$ cat src/rtl/bcd_to_binary_if.sv
// Handshake and data bundle between a BCD source and the BCD-to-binary converter.
interface bcd_to_binary_if #(
    parameter int DECIMAL_DIGITS = 6,
    parameter int OUTPUT_WIDTH   = 20
);
    logic [4*DECIMAL_DIGITS-1:0] bcd_in;
    logic                        start;
    logic                        busy;
    logic [OUTPUT_WIDTH-1:0]     binary_out;
    logic                        done;
    logic                        error;
    logic                        overflow;

    // Requester side: drives operand and start, observes status and result.
    modport master (
        output bcd_in,
        output start,
        input  busy,
        input  binary_out,
        input  done,
        input  error,
        input  overflow
    );

    // Converter side.
    modport slave (
        input  bcd_in,
        input  start,
        output busy,
        output binary_out,
        output done,
        output error,
        output overflow
    );
endinterface

$ cat src/rtl/bcd_to_binary.sv
// Sequential packed-BCD to binary converter: one decimal digit per clock,
// most significant digit first, acc = acc*10 + digit with saturation.
module bcd_to_binary #(
    parameter int DECIMAL_DIGITS = 6,
    parameter int OUTPUT_WIDTH   = 20
) (
    input  logic            clk,
    input  logic            reset_n,
    bcd_to_binary_if.slave  bus
);
    localparam int SW = 4 * DECIMAL_DIGITS;
    localparam int AW = OUTPUT_WIDTH + 4;
    // Counter must be at least one bit wide even for a single digit.
    localparam int CW = (DECIMAL_DIGITS > 1) ? $clog2(DECIMAL_DIGITS) : 1;
    localparam logic [CW-1:0] LAST_CNT = CW'(DECIMAL_DIGITS - 1);
    // Largest representable result, held in accumulator width.
    localparam logic [AW-1:0] ACC_MAX  = {{4{1'b0}}, {OUTPUT_WIDTH{1'b1}}};

    typedef enum logic [0:0] {IDLE, CONVERT} state_t;

    state_t                  state_reg, state_next;
    logic [SW-1:0]           shreg_reg, shreg_next;
    logic [AW-1:0]           acc_reg, acc_next;
    logic [CW-1:0]           cnt_reg, cnt_next;
    logic                    err_sticky_reg, err_sticky_next;
    logic                    ovf_sticky_reg, ovf_sticky_next;
    logic                    done_reg, done_next;
    logic [OUTPUT_WIDTH-1:0] out_reg, out_next;
    logic                    error_reg, error_next;
    logic                    overflow_reg, overflow_next;

    logic [3:0]              digit;
    logic [3:0]              digit_eff;
    logic                    digit_bad;
    logic [AW-1:0]           acc_step;
    logic                    step_ovf;
    logic                    last_digit;

    // Arithmetic for the digit at the top of the shift register; x10 as shift-and-add.
    always_comb begin
        digit      = shreg_reg[SW-1 -: 4];
        digit_bad  = (digit > 4'd9);
        digit_eff  = digit_bad ? 4'd9 : digit;
        acc_step   = (acc_reg << 3) + (acc_reg << 1) + {{(AW-4){1'b0}}, digit_eff};
        step_ovf   = (acc_step > ACC_MAX);
        last_digit = (cnt_reg == LAST_CNT);
    end

    // State register.
    always_ff @(posedge clk or negedge reset_n) begin
        if (!reset_n) begin
            state_reg <= IDLE;
        end else begin
            state_reg <= state_next;
        end
    end

    // Next-state logic: start only matters in IDLE, so requests while busy are dropped.
    always_comb begin
        state_next = state_reg;
        case (state_reg)
            IDLE:    if (bus.start) state_next = CONVERT;
            CONVERT: if (last_digit) state_next = IDLE;
            default: state_next = IDLE;
        endcase
    end

    // Datapath and output next-values for each state.
    always_comb begin
        shreg_next      = shreg_reg;
        acc_next        = acc_reg;
        cnt_next        = cnt_reg;
        err_sticky_next = err_sticky_reg;
        ovf_sticky_next = ovf_sticky_reg;
        done_next       = 1'b0;
        out_next        = out_reg;
        error_next      = error_reg;
        overflow_next   = overflow_reg;
        case (state_reg)
            IDLE: begin
                if (bus.start) begin
                    shreg_next      = bus.bcd_in;
                    acc_next        = '0;
                    cnt_next        = '0;
                    err_sticky_next = 1'b0;
                    ovf_sticky_next = 1'b0;
                end
            end
            CONVERT: begin
                shreg_next      = shreg_reg << 4;
                acc_next        = step_ovf ? ACC_MAX : acc_step;
                cnt_next        = last_digit ? '0 : cnt_reg + CW'(1);
                err_sticky_next = err_sticky_reg | digit_bad;
                ovf_sticky_next = ovf_sticky_reg | step_ovf;
                if (last_digit) begin
                    done_next     = 1'b1;
                    error_next    = err_sticky_next;
                    overflow_next = ovf_sticky_next;
                    // An invalid digit makes the value meaningless, so it wins over saturation.
                    if (err_sticky_next) begin
                        out_next = '0;
                    end else if (ovf_sticky_next) begin
                        out_next = '1;
                    end else begin
                        out_next = acc_next[OUTPUT_WIDTH-1:0];
                    end
                end
            end
            default: ;
        endcase
    end

    // Datapath and result registers; reset aborts any conversion in flight.
    always_ff @(posedge clk or negedge reset_n) begin
        if (!reset_n) begin
            shreg_reg      <= '0;
            acc_reg        <= '0;
            cnt_reg        <= '0;
            err_sticky_reg <= 1'b0;
            ovf_sticky_reg <= 1'b0;
            done_reg       <= 1'b0;
            out_reg        <= '0;
            error_reg      <= 1'b0;
            overflow_reg   <= 1'b0;
        end else begin
            shreg_reg      <= shreg_next;
            acc_reg        <= acc_next;
            cnt_reg        <= cnt_next;
            err_sticky_reg <= err_sticky_next;
            ovf_sticky_reg <= ovf_sticky_next;
            done_reg       <= done_next;
            out_reg        <= out_next;
            error_reg      <= error_next;
            overflow_reg   <= overflow_next;
        end
    end

    // busy follows the state directly, so it drops in the same cycle done rises.
    assign bus.busy       = (state_reg == CONVERT);
    assign bus.done       = done_reg;
    assign bus.binary_out = out_reg;
    assign bus.error      = error_reg;
    assign bus.overflow   = overflow_reg;
endmodule

$ cat src/flat_wrapper.sv
// flat-port wrapper written by rule: the top's interface ports become plain ports
module bcd_to_binary_flat 
#(
    parameter int DECIMAL_DIGITS = 6,
    parameter int OUTPUT_WIDTH   = 20
)
  (clk, reset_n, bus_bcd_in, bus_start, bus_busy, bus_binary_out, bus_done, bus_error, bus_overflow);
  bcd_to_binary_if #(.DECIMAL_DIGITS(DECIMAL_DIGITS), .OUTPUT_WIDTH(OUTPUT_WIDTH)) bus_i ();
  input  logic clk;
  input  logic reset_n;
  input wire logic [$bits(bus_i.bcd_in)-1:0] bus_bcd_in;
  input wire logic [$bits(bus_i.start)-1:0] bus_start;
  output wire logic [$bits(bus_i.busy)-1:0] bus_busy;
  output wire logic [$bits(bus_i.binary_out)-1:0] bus_binary_out;
  output wire logic [$bits(bus_i.done)-1:0] bus_done;
  output wire logic [$bits(bus_i.error)-1:0] bus_error;
  output wire logic [$bits(bus_i.overflow)-1:0] bus_overflow;
  assign bus_i.bcd_in = bus_bcd_in;
  assign bus_i.start = bus_start;
  assign bus_busy = bus_i.busy;
  assign bus_binary_out = bus_i.binary_out;
  assign bus_done = bus_i.done;
  assign bus_error = bus_i.error;
  assign bus_overflow = bus_i.overflow;
  bcd_to_binary #(.DECIMAL_DIGITS(DECIMAL_DIGITS), .OUTPUT_WIDTH(OUTPUT_WIDTH)) u_core (.clk(clk), .reset_n(reset_n), .bus(bus_i));
endmodule
$ cat config.mk
export PLATFORM = sky130hd
export DESIGN_NAME = bcd_to_binary_flat
export DESIGN_NICKNAME = d
export VERILOG_FILES = /design/src/rtl/bcd_to_binary_if.sv /design/src/rtl/bcd_to_binary.sv /design/src/flat_wrapper.sv
export SDC_FILE = /design/constraint.sdc
export NUM_CORES = 1
export LEC_CHECK = 0
export BUFFER_PORTS_ARGS = -buffer_cell sky130_fd_sc_hd__buf_2
export CAP_MARGIN = 20
export CORE_MARGIN = 5
export CORE_UTILIZATION = 30
export CTS_BUF_LIST = sky130_fd_sc_hd__clkbuf_2 sky130_fd_sc_hd__clkbuf_4 sky130_fd_sc_hd__clkbuf_8
export DETAILED_ROUTE_END_ITERATION = 10
export GPL_ROUTABILITY_DRIVEN = 0
export PLACE_DENSITY = 0.55
export SYNTH_ARGS = -nofsm -noshare
export SYNTH_HDL_FRONTEND = slang
export SYNTH_SLANG_ARGS = --single-unit
$ cat constraint.sdc
create_clock -name clk -period 4.67 [get_ports clk]
set_input_delay 0 -clock clk [delete_from_list [all_inputs] [get_ports clk]]
set_output_delay 0 -clock clk [all_outputs]
set_load 0.1 [all_outputs]
==> results.txt <==
The die covers 18,800 sq um. Detailed routing inserted a total of 4,053 vias. The first global-routing pass estimated 20.5 mm of wire. From left edge to right edge, the die measures 137 um. In the final layout, the share of cells above drive strength 1 is 16.1%. The logs give 92 for the maximum number of pins on one net before global-route repair and 18.0% for the met1 capacity usage during global routing. The worst path in the final design needs a cycle of 3910 ps, including I/O delays and setup. The run gives 0 ps as the final sum of negative setup slack. For the number of setup violations in the final report, the log shows 0. Among all cell types in the netlist, the one instantiated most often is sky130_fd_sc_hd__a21oi_1. The critical path in this run is classified as flip-flop to flip-flop. STA classifies the critical path endpoint as a flip-flop. The average routed wire per standard cell was 15.7 um; the synthesized area per cell was 9.71 sq um. The clock passes through at most 2 buffers.

Clock net sink count: 76. The part of the cycle the worst path needs came out at 83.7%. The met3 global-route usage is 3.64%, and the mean number of vias per cell is 5.24. In the post-synthesis netlist, the biggest area contributors are sky130_fd_sc_hd__dfrtp_1, sky130_fd_sc_hd__ha_1, sky130_fd_sc_hd__a21oi_1, sky130_fd_sc_hd__a41oi_1, sky130_fd_sc_hd__mux2i_1.

For this run, design rule violations remaining after detail routing come to 0. The area fraction of the dominant cell type after synthesis came out at 39.2%. The worst register-to-register path begins at u_core.shreg_reg[23]. The logs give 760 ps for the setup slack of the worst register-to-register path and 0 for the initial antenna violation count. The min-delay analysis places its worst path in the category input port to asynchronous set/reset pin.

Setup slack on the critical path of the routed design comes to 759 ps. In the synthesized netlist, the number of instances is 499. The number of flip-flops under the largest register name is 24. Following the worst setup path forward leads to its endpoint at u_core.acc_reg[9]. The tools report the number of design-rule violations left by the first detailed-router iteration as 272. The synthesized netlist occupies a cell area of 4850 sq um. For this configuration, the core starts out at a cell density of 30.5%. In this run the critical register-to-register path is captured at u_core.acc_reg[9]. Counting flops and latches in the post-synthesis netlist gives 76.

The required time reported for the critical path endpoint came out at 4870 ps. For the post-route antenna net violation count, the log shows 0. The number of primary I/O pins was 51.

The worst setup path startpoint was u_core.shreg_reg[23]. Counting flops with a built-in enable in the synthesized netlist gives 0. The flip-flop cell with the highest count after synthesis was sky130_fd_sc_hd__dfrtp_1. Yosys mapped the design onto 49 distinct sky130hd cell types. Of all nets on the critical path, the largest fanout is 30. The run finished with clean final reports. Number of global-route vias before repair: 4,105. The total congestion overflow was 0; the detailed-route wire length was 12.2 mm. The tools report the number of cell rows as 46. For the setup slack after placement, the log shows 789 ps. TritonCTS built the clock tree. The number of antenna diodes in the final layout is 0. The placeable core region is 15,900 sq um. The tools report the first-pass detailed-route iteration total as 4. The highest clock frequency the design can meet came out at 256 MHz.

Once detailed placement completed, the half-perimeter wirelength came to 8.33 mm. The logic depth of the worst register-to-register path came out at 12. The net count reported at finish is 624, and the clock edge transition at the registers on the reported setup and hold paths is 90 ps. The Yosys step of the flow raised 0 warnings. The post-CTS setup buffer count was 0. The later-pin clock latency in the skew report was 380 ps.

The pin slew with the least headroom to its limit is 896 ps, and the number of buffers created by CTS is 9. The count of maximum capacitance violations was 0; the headroom to the max-slew limit was 40.3%. The logs give 3 for the number of H-tree levels and 0 for the count of endpoints failing hold in the final timing report. The commonest cells after synthesis are sky130_fd_sc_hd__a21oi_1, sky130_fd_sc_hd__dfrtp_1, sky130_fd_sc_hd__ha_1, sky130_fd_sc_hd__nand2_1, sky130_fd_sc_hd__o21ai_0. The number of nets in the synthesized netlist is 570. The count of port buffers added during placement is 50.

The final worst clock skew was 12.6 ps. The layer flagged by global routing as most heavily used is met2. For met2 alone, demand over resource in global routing was 21.9%. Setup repair after global routing left no endpoint under its margin.

Cell taking the most area after synthesis: sky130_fd_sc_hd__dfrtp_1. Global routing consumed, over all layers together, 13.6% of the routing resources. Number of max-slew violations in the final report: 0. Root cell of the clock tree: sky130_fd_sc_hd__clkbuf_8. STA classifies the critical path startpoint as a flip-flop. Compared with the post-synthesis result, the final layout area differs by 17.8%.

The height of the chip came out at 137 um. After synthesis, flip-flops and latches occupy 39.2% of the total area. The fraction of registers with async set/reset works out to 100%. At the worst endpoint, the arrival time is 4110 ps.
[stage by stage]
step | utilization (%) | std cells | hold WS, ps | area (sq um)
finish | 35.9 | 774 | 96.6 | 5710
global route | 35.9 | 774 | 128 | 5710
CTS | 35.8 | 773 | 255 | 5680
detailed placement | 33.1 | 732 | 239 | 5260
global placement | 33.1 | 732 | 225 | 5260
floorplan | - | 499 | -296 | 4850
[worst max-delay path: stages (launching register included)]
cell and delay (ps):
sky130_fd_sc_hd__dfrtp_1 440, sky130_fd_sc_hd__nor2b_1 150, sky130_fd_sc_hd__ha_1 240, sky130_fd_sc_hd__ha_1 240
sky130_fd_sc_hd__fa_1 440, sky130_fd_sc_hd__a21oi_1 210, sky130_fd_sc_hd__o221ai_2 160, sky130_fd_sc_hd__a311o_1 420
sky130_fd_sc_hd__a2111o_1 420, sky130_fd_sc_hd__o311a_2 130, sky130_fd_sc_hd__nor4_4 290, sky130_fd_sc_hd__buf_4 380
sky130_fd_sc_hd__a41oi_1 180
[timing repair]
action / 4_1_cts / 5_1_grt
hold endpoints to repair: 100 / 0
resized for setup: 0 / 0
hold buffers: 25 / 0
endpoints found under the setup margin: 0 / 0
[logic make-up (layout without fill, tap and decap cells)]
logic type	after synthesis	count (layout)	synth area share, %
AOI/OAI and AO/OA	197	197	26.9
and+or+nand+nor	82	82	7.98
DFF	76	76	39.2
buffers and inverters	52	111	4.75
adders and majority gates	44	44	11.7
muxes	28	28	5.83
xor gates and xnor gates	20	20	3.61
[cells in the final DEF (no fill, tap or decap), types with 2 or more instances in the layout]
cell type | Yosys | final
sky130_fd_sc_hd__a21oi_1 | 79 | 79
sky130_fd_sc_hd__dfrtp_1 | 76 | 75
sky130_fd_sc_hd__buf_2 | 1 | 49
sky130_fd_sc_hd__ha_1 | 42 | 42
sky130_fd_sc_hd__nand2_1 | 40 | 40
sky130_fd_sc_hd__o21ai_0 | 36 | 36
sky130_fd_sc_hd__a41oi_1 | 30 | 30
sky130_fd_sc_hd__mux2i_1 | 26 | 26
sky130_fd_sc_hd__dlygate4sd3_1 | 0 | 25
sky130_fd_sc_hd__nor2_1 | 16 | 16
sky130_fd_sc_hd__inv_1 | 13 | 13
sky130_fd_sc_hd__a211oi_1 | 11 | 11
sky130_fd_sc_hd__xnor2_1 | 10 | 10
sky130_fd_sc_hd__a31oi_1 | 9 | 9
sky130_fd_sc_hd__xor2_1 | 10 | 9
sky130_fd_sc_hd__clkbuf_8 | 0 | 9
sky130_fd_sc_hd__buf_4 | 1 | 7
sky130_fd_sc_hd__a41oi_2 | 6 | 6
sky130_fd_sc_hd__o211ai_1 | 5 | 5
sky130_fd_sc_hd__and2_1 | 5 | 5
sky130_fd_sc_hd__nand4_1 | 4 | 4
sky130_fd_sc_hd__o21a_1 | 4 | 4
sky130_fd_sc_hd__nand3_1 | 3 | 3
sky130_fd_sc_hd__nor3_1 | 4 | 3
sky130_fd_sc_hd__clkinvlp_4 | 0 | 3
sky130_fd_sc_hd__nor2b_1 | 2 | 2
sky130_fd_sc_hd__nor3b_1 | 2 | 2
sky130_fd_sc_hd__a311o_1 | 2 | 2
sky130_fd_sc_hd__a21o_1 | 2 | 2
sky130_fd_sc_hd__mux2_2 | 2 | 2
sky130_fd_sc_hd__fa_1 | 2 | 2
sky130_fd_sc_hd__clkinv_2 | 0 | 2
sky130_fd_sc_hd__inv_6 | 0 | 2
[layout make-up]
| type | instances | area (sq um) |
|---|---|---|
| fillers | 1634 | 10200 |
| clock inverters | 7 | 50.0 |
| clock buffers | 9 | 124 |
| repair buffers | 82 | 576 |
| flip-flops and latches | 76 | 1900 |
| inverters | 13 | 48.8 |
| multi-input cells | 371 | 2740 |
| well taps | 216 | 270 |
[layer usage]
layer / up-vias / part of all wire, %
met5: - / 0
met4: 0 / 1.1
met3: 15 / 4.4
met2: 72 / 48
met1: 1987 / 46
li1: 1979 / -
[worst min-delay path by stage]
| stage | startpoint | endpoint | slack, ps | cells after the start |
|---|---|---|---|---|
| after global routing | reset_n | u_core.shreg_reg[0] | 130 | 2 |
| after floorplan | reset_n | u_core.acc_reg[0] | -300 | 0 |
| after CTS | bus_start | u_core.err_sticky_reg | 250 | 2 |
| after detailed placement | reset_n | u_core.shreg_reg[0] | 240 | 1 |
| after global placement | reset_n | u_core.shreg_reg[0] | 220 | 1 |
| final | reset_n | u_core.shreg_reg[0] | 100 | 2 |
Power is not shown: default switching activity piles up to over one toggle a cycle in this logic, so the estimate is an artifact.
